[src/rtl/mem_access_unit.sv]
// Data-memory access stage: one req/ack bus transaction per load/store, with byte lanes and load extension.
// Optional ack watchdog is enabled by defining MEM_TIMEOUT_EN.
module mem_access_unit #(
  parameter int DATA_WIDTH     = 32,
  parameter int ADDR_WIDTH     = 32,
  parameter int TIMEOUT_CYCLES = 16
) (
  input  logic                  clk,
  input  logic                  rst,
  input  logic                  ex_valid_in,
  input  logic                  mem_read_in,
  input  logic                  mem_write_in,
  input  logic [2:0]            funct3_in,
  input  logic [ADDR_WIDTH-1:0] addr_in,
  input  logic [DATA_WIDTH-1:0] w_data_in,
  output logic                  stall_out,
  output logic [DATA_WIDTH-1:0] load_data_out,
  output logic                  load_valid_out,
  output logic                  misalign_out,
  output logic                  bus_req_out,
  output logic                  bus_we_out,
  output logic [ADDR_WIDTH-1:0] bus_addr_out,
  output logic [3:0]            bus_be_out,
  output logic [DATA_WIDTH-1:0] bus_wdata_out,
  input  logic                  bus_ack_in,
  input  logic [DATA_WIDTH-1:0] bus_rdata_in
);

  typedef enum logic [1:0] {ST_IDLE, ST_WAIT, ST_DONE} state_e;

  state_e                  state_q, state_d;
  logic [ADDR_WIDTH-1:0]   bus_addr_q;
  logic                    bus_we_q;
  logic [3:0]              bus_be_q, be_in;
  logic [DATA_WIDTH-1:0]   bus_wdata_q, wdata_in;
  logic [2:0]              funct3_q;
  logic [1:0]              off_q;
  logic                    is_load_q;
  logic [DATA_WIDTH-1:0]   load_data_q, load_data_d, rdata_ext;
  logic                    load_valid_q, load_valid_d;
  logic                    err_q, err_d;
  logic                    access, is_load_in, misalign_in;
  logic                    stall, mis_comb, latch_en;
  logic [7:0]              rd_byte;
  logic [15:0]             rd_half;

  assign access      = ex_valid_in && (mem_read_in || mem_write_in);
  assign is_load_in  = mem_read_in && !mem_write_in;
  // funct3[1:0]: 00 byte, 01 half, anything else treated as word
  assign misalign_in = (funct3_in[1:0] == 2'b01 && addr_in[0]) ||
                       (funct3_in[1]   == 1'b1  && addr_in[1:0] != 2'b00);

  always_comb begin
    be_in    = 4'b1111;
    wdata_in = w_data_in;
    case (funct3_in[1:0])
      2'b00: begin
        be_in    = 4'b0001 << addr_in[1:0];
        wdata_in = {4{w_data_in[7:0]}};
      end
      2'b01: begin
        be_in    = addr_in[1] ? 4'b1100 : 4'b0011;
        wdata_in = {2{w_data_in[15:0]}};
      end
      default: ;
    endcase
  end

  assign rd_byte = bus_rdata_in[8*off_q +: 8];
  assign rd_half = off_q[1] ? bus_rdata_in[31:16] : bus_rdata_in[15:0];

  always_comb begin
    case (funct3_q)
      3'b000:  rdata_ext = {{(DATA_WIDTH-8){rd_byte[7]}}, rd_byte};
      3'b100:  rdata_ext = {{(DATA_WIDTH-8){1'b0}}, rd_byte};
      3'b001:  rdata_ext = {{(DATA_WIDTH-16){rd_half[15]}}, rd_half};
      3'b101:  rdata_ext = {{(DATA_WIDTH-16){1'b0}}, rd_half};
      default: rdata_ext = bus_rdata_in;
    endcase
  end

`ifdef MEM_TIMEOUT_EN
  localparam int CNT_W = $clog2(TIMEOUT_CYCLES + 1);
  logic [CNT_W-1:0] cnt_q;
  logic             timeout;
  assign timeout = (cnt_q == CNT_W'(TIMEOUT_CYCLES - 1));

  always_ff @(posedge clk or posedge rst) begin
    if (rst)                       cnt_q <= '0;
    else if (latch_en)             cnt_q <= '0;
    else if (state_q == ST_WAIT)   cnt_q <= cnt_q + 1'b1;
  end
`endif

  always_comb begin
    state_d      = state_q;
    stall        = 1'b0;
    mis_comb     = 1'b0;
    latch_en     = 1'b0;
    load_valid_d = 1'b0;
    load_data_d  = load_data_q;
    err_d        = 1'b0;
    case (state_q)
      ST_IDLE: begin
        if (access) begin
          if (misalign_in) begin
            mis_comb = 1'b1;
            if (is_load_in) begin
              load_data_d  = '0;
              load_valid_d = 1'b1;
            end
          end else begin
            stall    = 1'b1;
            latch_en = 1'b1;
            state_d  = ST_WAIT;
          end
        end
      end
      ST_WAIT: begin
        stall = 1'b1;
        if (bus_ack_in) begin
          state_d = ST_DONE;
          if (is_load_q) begin
            load_data_d  = rdata_ext;
            load_valid_d = 1'b1;
          end
        end
`ifdef MEM_TIMEOUT_EN
        else if (timeout) begin
          state_d      = ST_DONE;
          err_d        = 1'b1;
          load_data_d  = '0;
          load_valid_d = is_load_q;
        end
`endif
      end
      // DONE: inputs still show the completed access, so they are ignored
      default: state_d = ST_IDLE;
    endcase
  end

  always_ff @(posedge clk or posedge rst) begin
    if (rst) begin
      state_q      <= ST_IDLE;
      bus_addr_q   <= '0;
      bus_we_q     <= 1'b0;
      bus_be_q     <= '0;
      bus_wdata_q  <= '0;
      funct3_q     <= '0;
      off_q        <= '0;
      is_load_q    <= 1'b0;
      load_data_q  <= '0;
      load_valid_q <= 1'b0;
      err_q        <= 1'b0;
    end else begin
      state_q      <= state_d;
      load_data_q  <= load_data_d;
      load_valid_q <= load_valid_d;
      err_q        <= err_d;
      if (latch_en) begin
        bus_addr_q  <= {addr_in[ADDR_WIDTH-1:2], 2'b00};
        bus_we_q    <= mem_write_in;
        bus_be_q    <= be_in;
        bus_wdata_q <= wdata_in;
        funct3_q    <= funct3_in;
        off_q       <= addr_in[1:0];
        is_load_q   <= is_load_in;
      end
    end
  end

  // Combinational outputs are gated by rst so reset forces them low immediately
  assign stall_out      = stall && !rst;
  assign misalign_out   = (mis_comb && !rst) || err_q;
  assign bus_req_out    = (state_q == ST_WAIT);
  assign bus_we_out     = bus_we_q;
  assign bus_addr_out   = bus_addr_q;
  assign bus_be_out     = bus_be_q;
  assign bus_wdata_out  = bus_wdata_q;
  assign load_data_out  = load_data_q;
  assign load_valid_out = load_valid_q;

endmodule
[config.mk]
export PLATFORM = sky130hd
export DESIGN_NAME = mem_access_unit
export DESIGN_NICKNAME = d
export VERILOG_FILES = /design/src/rtl/mem_access_unit.sv
export SDC_FILE = /design/constraint.sdc
export NUM_CORES = 1
export LEC_CHECK = 0
export ABC_AREA = 0
export CAP_MARGIN = 20
export CORE_MARGIN = 3
export CORE_UTILIZATION = 45
export CTS_BUF_LIST = sky130_fd_sc_hd__clkbuf_8
export DETAILED_ROUTE_END_ITERATION = 10
export PLACE_DENSITY_LB_ADDON = 0.12
export RECOVER_POWER = 100
export REMOVE_ABC_BUFFERS = 1
export SYNTH_ARGS = -nofsm -noshare
export SYNTH_HDL_FRONTEND = slang
export SYNTH_SLANG_ARGS = --single-unit
[constraint.sdc]
create_clock -name clk -period 3.4 [get_ports clk]
set_input_delay 0.34 -clock clk [delete_from_list [all_inputs] [get_ports clk]]
set_output_delay 0.34 -clock clk [all_outputs]
set_load 0.02 [all_outputs]
==> run metrics <==
# DRC 0; Routed WL 14300 microns; largest net degree at the start of global routing 70; post-CTS sizing 0; placed cells 744; slowest cell delay on critical path 760 ps; port bufs 207; ranking of synthesized cells by area dfrtp_1 (51%), mux2_1 (16%), mux2i_1 (4.1%), o2bb2ai_1 (3.9%), mux2_2 (3.4%); Critical R2R Capture load_data_out[6]; DR vias/cell 5.46; clk sinks 108; routability cong. 0.818; Seq/Total Area, Yosys 50.5%; Final #Nets 717; clock tree buffer depth 2; drt initial violations 163; drt pass-1 iters 4; clk_lat worst skew 380 ps; Yosys warnings 0; number of diodes 0; Critical Path End Type output port; clk slew on worst S/H paths 110 ps; most numerous cell in the Yosys netlist dfrtp_1; cts hold-fix bufs 0; Synth cell types 43; root buffer cell clkbuf_8; Seq cells post-synth 108; count of pins over their slew limit 54; Die X 115 microns; Site Rows 39; Post-synth EDFFs 0; fraction of registers with async set/reset 100%; minimum clock period 2810 ps; clk_skew 13.8 ps; Syn Area/Cell 12.8 sq um; first-pass GRT wire length 23100 microns; worst hold path class reg2reg; static leakage 0.00325 uW; R2R Setup Slk 740 ps; Critical Path Fanout Max 21; crit path capture bus_req_out; gr ovfl total 0; Layout Utilization 66.5%; layout cell share with drive strength beyond 1 8.10%; top-area cell type share of the netlist area 50.5%; max_slew headroom -56.8%; maximum vdd drop 395 uV; CTS buffer count 9; fin cells 760; Fmax 357 MHz; launch point of the critical path state_q[1]; Max-cap violations 1; GRT Total Usage 22.0%; io pins 210; post-route ant nets 0; worst r2r src state_q[0]; most frequent cells after synthesis dfrtp_1 (108), mux2_1 (75), o2bb2ai_1 (24), mux2i_1 (22); DP Area 0.00749 sq mm; critical path arrival 2470 ps; Design Area, Final 0.00766 sq mm; antenna violations before repair 0; Final Hold Vio Count 0; Worst Path Class, Setup reg2out; pre-CTS setup slack 514 ps; startpoint types register; endpoints failing setup 0; Detail Placement HPWL 10600 microns; vias in the first global route 4399; failing checks max-capacitance violations, max-slew violations; power density cells 641 mW/mm^2; TritonCTS clock tree built; Core Region 0.0115 sq mm; Area Overhead vs Synth 43.1%; unrepaired setup endpoints after global routing false; Die Ht 115 microns; Starting Density 46.4%; Die Area 0.0132 sq mm; Final Worst Setup Slack 595 ps; CP max stage cell dlygate4sd3_1; vias 4148; Critical Path RT 3060 ps; ys flop type dfrtp_1; reg2reg path depth 4; worst slew pin tran 2340 ps; CTS H-tree lvls 3; crit path cell chain nand2b_1, inv_1, dlygate4sd3_1; Netlist Area Pre-Place 0.00535 sq mm; run status finished with violations; largest area contributor in the netlist dfrtp_1; Post-CTS Setup Inserts 0; Routed WL per cell 18.8 microns; Tcrit/Tclk final 82.5%; Syn Inst Count 419
[layout by cell type (no fill, tap or decap), types with 10 or more instances in the layout]
cell / count
dfrtp_1: 108
dlygate4sd3_1: 105
clkdlybuf4s50_1: 102
mux2_1: 75
o2bb2ai_1: 24
mux2i_1: 22
nand2b_1: 17
mux2_2: 16
o2111ai_1: 13
inv_1: 12
clkbuf_8: 10
[routing by layer]
metal / wire length, microns / part of all wire [%] / track usage, %
met5: 0 / 0 / 0
met4: 154 / 1.1 / 4.62
met2: 6860 / 48 / 35.3
met3: 1490 / 10 / 10.1
met1: 5770 / 40 / 27.6
[cell type report]
cell class              count  area, sq um
well taps                 143          179
inverters                  14         53.8
fillers                   942         3860
repair buffers            216         2140
multi-input cells         263         2390
clock inverters             6         45.0
clock buffers              10          138
flip-flops and latches    108         2700
[report_power, final]
part	internal [uW]	leakage [uW]	total [uW]	switching (uW)
clock	294	0.0000964	762	468
combinational	1040	0.00182	2170	1140
sequential	1700	0.00133	1970	277
total	3030	0.00325	4910	1880
[registers in the layout, indices dropped and copies added (netlist names)]
signal / count
bus_wdata_out: 32
load_data_out: 32
bus_addr_out: 30
bus_be_out: 4
funct3_q: 3
off_q: 2
state_q: 2
bus_we_out: 1
is_load_q: 1
load_valid_out: 1
[critical path, delay by kind of cell, from the launching register on]
kind	cells	cell delay, ps
buf+inv	2	1280
flops	1	490
simple gates	1	310
[worst min path at each step]
| stage | startpoint | endpoint | cells past startpoint |
|---|---|---|---|
| 2_1_floorplan | bus_ack_in | state_q[0] | 1 |
| 3_3_place_gp | bus_wdata_out[8] | bus_wdata_out[8] | 1 |
| 3_5_place_dp | load_data_out[25] | load_data_out[25] | 1 |
| 4_1_cts | rst | bus_wdata_out[29] | 2 |
| 5_1_grt | bus_addr_out[30] | bus_addr_out[30] | 1 |
| 6_report | bus_addr_out[6] | bus_addr_out[6] | 1 |
[cells by family after synthesis]
| logic type | Yosys count | synth area share, % |
|---|---|---|
| flip-flops | 108 | 50.5 |
| AND/OR/NAND/NOR | 50 | 5.89 |
| buffers and inverters | 49 | 4.77 |
| AO/OA/AOI/OAI | 95 | 14.2 |
| multiplexers | 116 | 24.5 |
| other | 1 | 0.0701 |
[per-stage QoR]
stage / hold WS (ps) / setup TNS (ps) / total power [uW]
global route: 514 / 0 / 5210
finish: 489 / 0 / 4910
global placement: 466 / 0 / 4300
detailed placement: 476 / 0 / 4360
floorplan: 440 / -152040 / 3140
CTS: 454 / 0 / 5140
No activity file was read; power rests on OpenSTA's default activity.
